### src/rtl/clk_pkg.sv
// Shared definitions for the RTC time-setting path: counter addresses,
// field limits, controller state encoding and the wrap helper.
package clk_pkg;

  localparam logic [1:0] ADDR_SEC  = 2'b00;
  localparam logic [1:0] ADDR_MIN  = 2'b01;
  localparam logic [1:0] ADDR_HR   = 2'b10;
  localparam logic [1:0] ADDR_NONE = 2'b11;

  localparam logic [5:0] MAX_SEC = 6'd59;
  localparam logic [5:0] MAX_MIN = 6'd59;
  localparam logic [5:0] MAX_HR  = 6'd23;

  typedef enum logic [1:0] {
    RUN,
    ED_HR,
    ED_MIN,
    ED_SEC
  } state_t;

  function automatic logic [5:0] wrap_step(input logic [5:0] v,
                                           input logic [5:0] maxv,
                                           input logic       up);
    if (up) return (v >= maxv) ? 6'd0 : v + 6'd1;
    else    return (v == 6'd0) ? maxv : v - 6'd1;
  endfunction

  function automatic logic [1:0] field_of(input state_t s);
    case (s)
      ED_HR:   return ADDR_HR;
      ED_MIN:  return ADDR_MIN;
      ED_SEC:  return ADDR_SEC;
      default: return ADDR_NONE;
    endcase
  endfunction

endpackage

### src/rtl/btn_sync_edge.sv
// Two-flop synchronizer plus registered rising-edge pulse for one raw button.
module btn_sync_edge (
  input  logic clk,
  input  logic reset,
  input  logic i_btn,
  output logic o_pulse
);

  logic r_s1;
  logic r_s2;
  logic r_s3;
  logic r_v1;
  logic r_armed;
  logic r_pulse;

  // Edges are only honoured once the button has been seen low after reset,
  // so a button held through reset release never yields an event.
  always_ff @(posedge clk or negedge reset) begin
    if (!reset) begin
      r_s1    <= 1'b0;
      r_s2    <= 1'b0;
      r_s3    <= 1'b0;
      r_v1    <= 1'b0;
      r_armed <= 1'b0;
      r_pulse <= 1'b0;
    end else begin
      r_s1    <= i_btn;
      r_s2    <= r_s1;
      r_s3    <= r_s2;
      r_v1    <= 1'b1;
      r_armed <= r_v1 & (r_armed | ~r_s1);
      r_pulse <= r_s2 & ~r_s3 & r_armed;
    end
  end

  assign o_pulse = r_pulse;

endmodule

### src/rtl/time_set_ctrl.sv
// Time-setting controller: turns mode/inc/dec buttons into one-cycle
// load/addrs/data_in writes to the seconds, minutes and hours counters.
module time_set_ctrl
  import clk_pkg::*;
#(
  parameter int unsigned TIMEOUT_S = 30
) (
  input  logic       clk,
  input  logic       reset,
  input  logic       tc_time_base,
  input  logic       btn_mode,
  input  logic       btn_inc,
  input  logic       btn_dec,
  input  logic [5:0] q_seconds,
  input  logic [5:0] q_minutes,
  input  logic [4:0] q_hours,
  output logic       load,
  output logic [1:0] addrs,
  output logic [5:0] data_in,
  output logic [1:0] edit_field,
  output logic [5:0] edit_value,
  output logic       blink
);

  localparam int unsigned TW = ($clog2(TIMEOUT_S + 1) < 1) ? 1 : $clog2(TIMEOUT_S + 1);
  localparam logic [TW-1:0] TO_LAST = TW'(TIMEOUT_S);

  logic w_mode;
  logic w_inc;
  logic w_dec;
  logic w_any;

  btn_sync_edge u_mode (.clk(clk), .reset(reset), .i_btn(btn_mode), .o_pulse(w_mode));
  btn_sync_edge u_inc  (.clk(clk), .reset(reset), .i_btn(btn_inc),  .o_pulse(w_inc));
  btn_sync_edge u_dec  (.clk(clk), .reset(reset), .i_btn(btn_dec),  .o_pulse(w_dec));

  assign w_any = w_mode | w_inc | w_dec;

  state_t        r_state;
  logic          r_load;
  logic [1:0]    r_addrs;
  logic [5:0]    r_data;
  logic [1:0]    r_field;
  logic [5:0]    r_value;
  logic          r_blink;
  logic [TW-1:0] r_to;

  state_t        w_state_nxt;
  logic          w_load_nxt;
  logic [1:0]    w_addrs_nxt;
  logic [5:0]    w_data_nxt;
  logic [1:0]    w_field_nxt;
  logic [5:0]    w_value_nxt;
  logic          w_blink_nxt;
  logic [TW-1:0] w_to_nxt;
  logic [TW-1:0] w_to_inc;
  logic [5:0]    w_fmax;

  always_ff @(posedge clk or negedge reset) begin
    if (!reset) begin
      r_state <= RUN;
      r_load  <= 1'b0;
      r_addrs <= ADDR_SEC;
      r_data  <= '0;
      r_field <= ADDR_NONE;
      r_value <= '0;
      r_blink <= 1'b0;
      r_to    <= '0;
    end else begin
      r_state <= w_state_nxt;
      r_load  <= w_load_nxt;
      r_addrs <= w_addrs_nxt;
      r_data  <= w_data_nxt;
      r_field <= w_field_nxt;
      r_value <= w_value_nxt;
      r_blink <= w_blink_nxt;
      r_to    <= w_to_nxt;
    end
  end

  always_comb begin
    w_state_nxt = r_state;
    w_load_nxt  = 1'b0;
    w_addrs_nxt = r_addrs;
    w_data_nxt  = r_data;
    w_value_nxt = r_value;
    w_blink_nxt = r_blink;
    w_to_nxt    = r_to;
    w_to_inc    = r_to + TW'(1);
    w_fmax      = (r_state == ED_HR)  ? MAX_HR :
                  (r_state == ED_MIN) ? MAX_MIN : MAX_SEC;

    case (r_state)
      RUN: begin
        if (w_mode) begin
          w_state_nxt = ED_HR;
          w_value_nxt = {1'b0, q_hours};
        end
      end
      default: begin
        if (w_mode) begin
          w_load_nxt  = 1'b1;
          w_addrs_nxt = field_of(r_state);
          w_data_nxt  = r_value;
          case (r_state)
            ED_HR: begin
              w_state_nxt = ED_MIN;
              w_value_nxt = q_minutes;
            end
            ED_MIN: begin
              w_state_nxt = ED_SEC;
              w_value_nxt = q_seconds;
            end
            default: w_state_nxt = RUN;
          endcase
        end else begin
          if (w_inc ^ w_dec) w_value_nxt = wrap_step(r_value, w_fmax, w_inc);
          if (tc_time_base && !w_any && (w_to_inc == TO_LAST)) w_state_nxt = RUN;
        end
      end
    endcase

    // Blink and inactivity count restart on every state change.
    if (w_state_nxt == RUN) begin
      w_blink_nxt = 1'b0;
      w_to_nxt    = '0;
    end else if (w_state_nxt != r_state) begin
      w_blink_nxt = 1'b1;
      w_to_nxt    = '0;
    end else begin
      w_blink_nxt = r_blink ^ tc_time_base;
      w_to_nxt    = w_any ? '0 : (tc_time_base ? w_to_inc : r_to);
    end

    w_field_nxt = field_of(w_state_nxt);
  end

  assign load       = r_load;
  assign addrs      = r_addrs;
  assign data_in    = r_data;
  assign edit_field = r_field;
  assign edit_value = r_value;
  assign blink      = r_blink;

endmodule

### config.mk
export PLATFORM = sky130hd
export DESIGN_NAME = time_set_ctrl
export DESIGN_NICKNAME = d
export VERILOG_FILES = /design/src/rtl/clk_pkg.sv /design/src/rtl/btn_sync_edge.sv /design/src/rtl/time_set_ctrl.sv
export SDC_FILE = /design/constraint.sdc
export NUM_CORES = 1
export LEC_CHECK = 0
export CAP_MARGIN = 5
export CORE_MARGIN = 4
export CORE_UTILIZATION = 35
export CTS_CLUSTER_SIZE = 25
export DETAILED_ROUTE_END_ITERATION = 8
export PLACE_DENSITY = 0.67
export SLEW_MARGIN = 20
export SYNTH_ARGS = -nofsm -noshare
export SYNTH_HDL_FRONTEND = slang
export SYNTH_SLANG_ARGS = --single-unit
### constraint.sdc
create_clock -name clk -period 4.45 [get_ports clk]
set_input_delay 0.445 -clock clk [delete_from_list [all_inputs] [get_ports clk]]
set_output_delay 0.445 -clock clk [all_outputs]
set_load 0.05 [all_outputs]
# Yosys cells after proc, flatten, opt, wreduce, memory -nomap -nowiden
# Cells that the tools add are included.
[classes]
add_sub_neg = 3
magnitude_cmp = 1
n_eq_ne = 10
bitwise = 23
mux = 24
reduce_logical = 10
[ops]
columns = ["operator", "count"]
rows = [
  ["2-to-1 mux 6 bit", 8],
  ["2-to-1 mux 5 bit", 4],
  ["case mux 2 bit (3 select lines)", 2],
  ["case mux 6 bit (2 select lines)", 1],
  ["AND 1 bit", 9],
  ["equality test 2 bit (second input constant)", 4],
  ["2-to-1 mux 2 bit", 4],
  ["inverter 1 bit", 7],
  ["adder 6 x 1 -> 6 bit (second input constant)", 1],
  [">= comparator 6 bit", 1],
  ["logical NOT 6 bit", 1],
  ["subtractor 6 x 1 -> 6 bit (second input constant)", 1],
  ["adder 5 x 1 -> 5 bit (second input constant)", 1],
  ["equality test 5 bit (second input constant)", 1],
  ["bitwise OR 1 bit", 5],
  ["equality test 2 x 1 -> 1 bit (second input constant)", 2],
  ["logical NOT 2 bit", 2],
  ["2-to-1 mux 1 bit", 4],
  ["inequality test 4 bit (second input constant)", 1],
  ["case mux 2 bit (2 select lines)", 1],
  ["nonzero test 4 bit", 1],
  ["AND reduction 3 bit", 1],
  ["logical AND 1 bit", 2],
  ["inequality test 2 x 1 -> 1 bit (second input constant)", 1],
  ["other kinds (5)", 6],
]
[totals]
out_inout_bits = 18
word_cells = 95
register_bits = 41
in_bits = 23

# Depth between registers and ports, before layout
# Gate-level depths: netlist of run 1.
[depth]
depth_word = 11
depth_mapped = 9
depth_no_buf = 9

# By module
# Synthesis of run 1 repeated with hierarchy kept, for this count alone.
[unflattened]
hier_cells = 230
hier_area_um2 = 2277.2
[modules_own_cells]
columns = ["mod", "seq_area_each_um2", "instances", "cells_each", "area_each_um2"]
rows = [
  ["time_set_ctrl", 628.1, 1, 197, 1759.2],
  ["btn_sync_edge", 150.1, 3, 11, 172.7],
]

# Worst setup path before layout of run 1
# No wires, ideal clock.
[synth_timing]
kind = "register -> register"
startpoint = "register r_value[0] (netlist: edit_value[0])"
endpoint = "register r_value[4] (netlist: edit_value[4])"
required_time_ns = 4.355
path_stages_with_launch = 8
slack_ns = 2.421
period_less_slack_ns = 2.029
arrival_time_ns = 1.933
n_path_buf = 1
setup_time_ns = 0.095
cell_sequence = "dfrtp_1 -> clkbuf_1 -> inv_1 -> ha_1 -> a311o_1 -> o31ai_1 -> nor2_1 -> o31ai_1"
[synth_via]
elab_chain_cells = 6
elab_cells_between_ends = 10
classes_between = "add/sub: 2; order compare: 1; mux: 6; reduce/logical: 1"
[synth_rtl]
columns = ["element", "line", "text"]
rows = [
  ["from (decl)", "time_set_ctrl.sv:44", "logic [5:0] r_value;"],
  ["from (signal assigned)", "time_set_ctrl.sv:75", "r_value <= w_value_nxt;"],
  ["subtractor 6 x 1 -> 6 bit, or another cell as far along", "clk_pkg.sv:25", "else return (v == 6'd0) ? maxv : v - 6'd1;"],
  ["2-to-1 mux 6 bit, on equally long branches", "clk_pkg.sv:25, clk_pkg.sv:24", ""],
  ["2-to-1 mux 6 bit *", "clk_pkg.sv:24", "if (up) return (v >= maxv) ? 6'd0 : v + 6'd1;"],
  ["2-to-1 mux 6 bit *", "time_set_ctrl.sv:117", "if (w_inc ^ w_dec) w_value_nxt = wrap_step(r_value, w_fmax, w_inc);"],
  ["2-to-1 mux 6 bit *", "time_set_ctrl.sv:101", "if (w_mode) begin"],
  ["2-to-1 mux 6 bit *", "time_set_ctrl.sv:93", "case (r_state)"],
]
# Every way passes the cells marked *; elsewhere a longest branch is shown, timed or not. The select of a mux whose other input is x is not followed.
# A chain may end at the register's enable or synchronous reset.

# Worst setup path after layout of run 1
[layout_timing]
startpoint = "register r_state[0]"
endpoint = "register r_to[4]"
[layout_via]
elab_chain_cells = 7
elab_cells_between_ends = 13
classes_between = "eq/ne: 3; mux: 7; reduce/logical: 3"
[layout_rtl]
columns = ["element", "line", "text"]
rows = [
  ["from (decl)", "time_set_ctrl.sv:39", "state_t r_state;"],
  ["from (signal assigned)", "time_set_ctrl.sv:70", "r_state <= w_state_nxt;"],
  ["equality test 2 bit / equality test 2 x 1 -> 1 bit (equally long branches)", "time_set_ctrl.sv:105", "case (r_state)"],
  ["case mux 2 bit (2 select lines)", "time_set_ctrl.sv:105", ""],
  ["2-to-1 mux 2 bit", "time_set_ctrl.sv:101", ""],
  ["2-to-1 mux 2 bit", "time_set_ctrl.sv:93", ""],
  ["inequality test 2 bit", "time_set_ctrl.sv:127", "end else if (w_state_nxt != r_state) begin"],
  ["2-to-1 mux 5 bit", "time_set_ctrl.sv:127", ""],
  ["2-to-1 mux 5 bit", "time_set_ctrl.sv:124", "if (w_state_nxt == RUN) begin"],
  ["to (signal assigned)", "time_set_ctrl.sv:77", "r_to <= w_to_nxt;"],
  ["to (decl)", "time_set_ctrl.sv:46", "logic [TW-1:0] r_to;"],
]
# Parallel ways exist; a longest one is shown, timed or not.

==> results of run 1 <==
## through the flow
stage	hold slack, ns	setup slack, ns	total power [mW]	utilization [%]
final	0.257	1.64	1.82	45.7
after global routing	0.318	1.39	1.96	45.7
after CTS	0.281	1.61	1.83	45.7
after detailed placement	0.357	1.63	1.57	44.2
after global placement	0.350	1.80	1.56	44.2
after floorplan	0.149	2.42	1.27	-
## state kept, by name, summed over array words and instances, names as in the netlist, 2 cells and up
name	flops
r_to	5
r_state	2
edit_field	2
edit_value	6
addrs	2
data_in	6
## worst max-delay path by stage
| stage | from | to | slack, ns | cells past startpoint |
|---|---|---|---|---|
| finish | r_state[0] | r_to[4] | 1.64 | 6 |
| global route | r_state[0] | r_to[0] | 1.39 | 6 |
| CTS | r_state[0] | r_to[3] | 1.61 | 6 |
| detailed placement | r_state[0] | r_to[3] | 1.63 | 6 |
| global placement | r_state[0] | r_to[0] | 1.80 | 6 |
| floorplan | edit_value[0] | edit_value[4] | 2.42 | 7 |
## power by group through the flow
stage                     sequential [mW]  clock [mW]  combinational (mW)
final                               0.610       0.258               0.949
after global routing                0.631       0.285                1.04
after CTS                           0.609       0.268               0.955
after detailed placement            0.616           0               0.951
after global placement              0.615           0               0.942
after floorplan                     0.812           0               0.462
## cells by family after synthesis
logic type                 Yosys count  share of synthesized area, %
buffers and inverters               25                          4.55
DFF                                 41                          45.6
xor gates and xnor gates             8                          3.10
and+or+nand+nor                     92                          20.0
adders and majority gates           11                          6.10
muxes                                7                          3.22
AOI/OAI and AO/OA                   57                          17.4
other                                1                         0.166
## critical path: stages (launching register included)
cell,delay [ns]
dfrtp_1,0.47
inv_1,0.17
ha_1,0.63
nand2b_1,0.47
clkinv_1,0.34
a221oi_2,0.51
nor2_1,0.10
## metal layers
metal	up-vias	wire length, µm	share of wire (%)	track usage, %
li1	921	-	-	-
met1	873	2450	47	19.6
met2	45	2470	47	23.2
met3	4	264	5.1	3.91
met4	0	25	0.48	3.30
met5	-	0	0	0
## cell type report
| type | instances | area [µm²] | area share [%] |
|---|---|---|---|
| Inverter | 13 | 48.8 | 1.75 |
| Clock inverter | 3 | 25.0 | 0.898 |
| Tap cell | 75 | 93.8 | 3.37 |
| Clock buffer | 5 | 68.8 | 2.47 |
| Sequential cell | 41 | 1030 | 36.9 |
| Timing Repair Buffer | 40 | 395 | 14.2 |
| Multi-Input combinational cell | 176 | 1130 | 40.4 |
## synthesized netlist by cell type, drive strengths merged (5+ instances only)
cell type and number:
nor3 7, mux2i 5, xnor2 7, nand2b 6
buf 5, nand2 32, clkbuf 7, o211ai 7
inv 12, dfrtp 39, nand3 13, nor2 15
a21oi 9, ha 11, o21ai 16
==> impl_metrics.yaml, run 1 <==
global_route:
  grt_pass1_wl_um: 8770
  grt_pass1_vias: 1816
  grt_max_degree: 42
  grt.overflow.total: 0
  antenna_found_initial: 0
  grt_use_total_pct: 14.5
route:
  wl_per_cell_um: 14.8
  first_pass_iters: 4
  ant_nets: 0
  drtIter0Drc: 147
  drc: 0
  viasPerCell: 5.22
  routed_wirelength_um: 5210
  via_count: 1843
floorplanning:
  core_mm2: 0.00610
  chipHeight_um: 88.3
  initial_utilization_pct: 37.0
  io_pins: 41
  row_count: 28
  dieArea_mm2: 0.00780
  die_w_um: 88.3
power:
  p_per_area_mw_per_mm2: 652
  switchingPower_uw: 882
  seq_power_share_pct: 33.6
  leakagePower_nw: 1.19
  pwr-share-clk_pct: 14.2
  p_int_uw: 935
  ir_drop_mv: 0.360
  pwr-share-comb_pct: 52.2
  swShare_pct: 48.5
synthesis:
  syn_area_per_cell_um2: 9.33
  yosys.area.top_type_share_pct: 43.2
  synth_edf_count: 0
  synthTopCellsByArea: "dfrtp_1 (43%), ha_1 (6.1%), nand2_1 (5.3%)"
  ys_types: 47
  ys.flop_type: "dfrtp_1"
  synth_top_area_cell: "dfrtp_1"
  synthCells: 242
  yosysWarnings: 0
  synth_area_mm2: 0.00226
  yosysSeqAreaShare_pct: 45.6
  syn_nets: 276
  ys_seq_elements: 41
  synthArstFlopShare_pct: 100
clock_tree:
  clk_path_buf_depth: 2
  htree_levels: 2
  clock-root-buffer: "clkbuf_8"
  cts_setup_buffers: 0
  clk_latency_ns: 0.30
  cts_sinks: 41
  cts_inserted_buffers: 5
  postCtsResizedCells: 0
  cts_tree: "built"
  cts_hold_buf: 0
  clk_pin_slew_worst_paths_ns: 0.09
placed_design:
  dpl-instance-area_mm2: 0.00269
  gp_congestion: 0.866
  port_buffers: 40
  dp.cells: 345
  dp_hpwl_um: 3840
setup_path:
  r2r_setup_slack_ns: 1.64
  crit_path_max_fanout: 22
  cp.required_ns: 4.62
  critPathKind: "flip-flop to flip-flop"
  r2r-start: "r_state[0]"
  cp.arrival_ns: 2.98
  rr_worst_depth: 6
  end_kind: "flip-flop"
  crit_path_start_kind: "flip-flop"
  reg2reg_to: "r_to[4]"
layout:
  instances_no_fill: 353
  fillers: 623
  diodes: 0
  design_area_mm2: 0.00279
  num-nets-final: 311
  area_growth_pct: 23.4
  drive_gt1_share_pct: 5.40
  final_cell_mix: "dfrtp_1 (39), clkdlybuf4s50_1 (39), nand2_1 (32), o21ai_0 (16), nor2_1 (15)"
sta:
  relSlewSlack_pct: 41.2
  slew_violations: 0
  fin_worst_skew_ns: 0.0108
  clock.fmax_ghz: 0.355
  timing.final.crit_share_pct: 63.2
  worst_pin_slew_ns: 0.882
  finalSetupViolations: 0
  rsz0062_at_grt: "no"
  setup_tns_ns: 0
  finalHoldViolCount: 0
  finalCriticalPeriod_ns: 2.81
worst_hold_path:
  hp-class: "input pin to async pin"
job:
  drv_cap: 0
run_status:
  outcome: "completed"
No activity file was read; power rests on OpenSTA's default activity.
==> inputs of run 2 (changes only) <==
==> constraint.sdc (replaced) <==
create_clock -name clk -period 2.6 [get_ports clk]
set_input_delay 0.26 -clock clk [delete_from_list [all_inputs] [get_ports clk]]
set_output_delay 0.26 -clock clk [all_outputs]
set_load 0.05 [all_outputs]
==> run 2 against run 1 <==
- register-to-register slack worse by 1.4 ns
- sequential share of layout area down 1.1 points
- first-iteration DRC count down 43%
- setup slack worse by 1.4 ns
- fmax up 22%
- hold slack worse by 0.17 ns
- largest power group unchanged
==> impl_metrics.yaml, run 2 (synthesis gave the netlist of run 1 again) <==
sta:
  rsz0062_at_grt: "no"
  slew_violations: 0
  finalCriticalPeriod_ns: 2.31
  finalSetupViolations: 0
  finalHoldViolCount: 0
  setup_tns_ns: 0
  clock.fmax_ghz: 0.432
  worst_pin_slew_ns: 0.886
  fin_worst_skew_ns: 0.00482
  setup_ws_ns: 0.286
  relSlewSlack_pct: 40.9
  timing.final.crit_share_pct: 89.0
clock_tree:
  clk_latency_ns: 0.29
  cts_tree: "built"
  htree_levels: 2
  cts_sinks: 41
  cts_inserted_buffers: 5
  cts_setup_buffers: 0
  postCtsResizedCells: 0
  cts_hold_buf: 0
  clk_pin_slew_worst_paths_ns: 0.08
  clk_path_buf_depth: 2
  clock-root-buffer: "clkbuf_8"
layout:
  num-nets-final: 320
  final_cell_mix: "dfrtp_1 (39), clkdlybuf4s50_1 (39), nand2_1 (32), o21ai_0 (16), nor2_1 (15)"
  drive_gt1_share_pct: 8.01
  fillers: 598
  design_area_mm2: 0.00287
  area_growth_pct: 27.2
  diodes: 0
  final_util_pct: 47.1
setup_path:
  reg2reg_to: "r_to[0]"
  critPathKind: "flip-flop to flip-flop"
  rr_worst_depth: 7
  cp.arrival_ns: 2.48
  r2r_setup_slack_ns: 0.29
  startpoint: "r_state[0]"
  crit_path_start_kind: "flip-flop"
  r2r-start: "r_state[0]"
  crit_path_max_fanout: 12
  end_kind: "flip-flop"
  cp.required_ns: 2.76
power:
  p_per_area_mw_per_mm2: 1120
  pwr-share-clk_pct: 15.9
  finalPower_mw: 3.23
  swShare_pct: 46.3
  switchingPower_mw: 1.50
  p_int_mw: 1.73
  ir_drop_mv: 0.672
  seq_power_share_pct: 31.8
  pwr-share-comb_pct: 52.3
  leakagePower_nw: 1.24
floorplanning:
  row_count: 28
  core_mm2: 0.00610
  initial_utilization_pct: 37.0
  die_w_um: 88.3
  io_pins: 41
  chipHeight_um: 88.3
  dieArea_mm2: 0.00780
route:
  drc: 0
  ant_nets: 0
  drtIter0Drc: 84
  first_pass_iters: 4
  wl_per_cell_um: 14.1
  routed_wirelength_um: 5120
  via_count: 1875
  viasPerCell: 5.18
worst_hold_path:
  hp-class: "input pin to async pin"
global_route:
  grt_pass1_vias: 1889
  grt.overflow.total: 0
  grt_pass1_wl_um: 8610
  grt_max_degree: 42
  antenna_found_initial: 0
  grt_use_total_pct: 14.0
placed_design:
  gp_congestion: 0.990
  dpl-instance-area_mm2: 0.00276
  port_buffers: 40
  pre_cts_slack_ns: 0.296
  dp_hpwl_um: 3850
run_status:
  outcome: "completed"
job:
  drv_cap: 0
run 2: changes by cell type in the layout (fill, tap and decap cells not counted):
cell        delta
buf_4          +9
inv_6          -2
bufinv_16      +1
clkbuf_1       +1
clkinv_4       +1
clkinvlp_4     -1
run 2: layer usage:
layer  track usage (%)  part of all wire [%]  vias to the layer above
met5                 0                     0                        -
met1              18.2                    45                      872
met4              4.53                   2.2                        0
met3              3.07                   5.6                       15
li1                  -                     -                      941
met2              23.2                    47                       47
run 2: final cells by class:
class                      count  area [µm²]  share of cell area [%]
inverter                      13        48.8                    1.70
timing repair buffer          49         463                    16.1
multi-input combinational    176        1130                    39.2
clock inverter                 2        38.8                    1.35
tap                           75        93.8                    3.27
clock buffer                   6        72.6                    2.53
sequential                    41        1030                    35.8
run 2: worst max path at each step:
| stage | end | slack [ns] | cells past startpoint |
|---|---|---|---|
| detailed placement | r_to[0] | 0.30 | 7 |
| CTS | r_to[1] | 0.28 | 7 |
| global placement | r_to[1] | 0.37 | 7 |
| floorplan | edit_value[4] | 0.57 | 7 |
| finish | r_to[0] | 0.29 | 7 |
| global route | edit_value[5] | 0.08 | 9 |
run 2: power by group through the flow:
stage	Sequential [mW]	Combinational [mW]	Clock [mW]
5_1_grt	1.06	1.85	0.552
3_5_place_dp	1.04	1.69	0
6_report	1.03	1.69	0.512
3_3_place_gp	1.03	1.69	0
2_1_floorplan	1.39	0.791	0
4_1_cts	1.03	1.70	0.530
run 2: stage by stage:
stage                     hold slack [ns]  cells
final                              0.0881    362
after global routing                0.154    362
after floorplan                   -0.0356    242
after detailed placement            0.356    354
after global placement              0.351    354
after CTS                           0.123    362
run 2: critical path, cell delays in order, from the launching register on:
cell and delay, ns:
dfrtp_1 0.48, inv_1 0.13, ha_1 0.36, buf_4 0.23, and4b_1 0.26, o211ai_1 0.17
a221oi_2 0.46, nor2_1 0.10
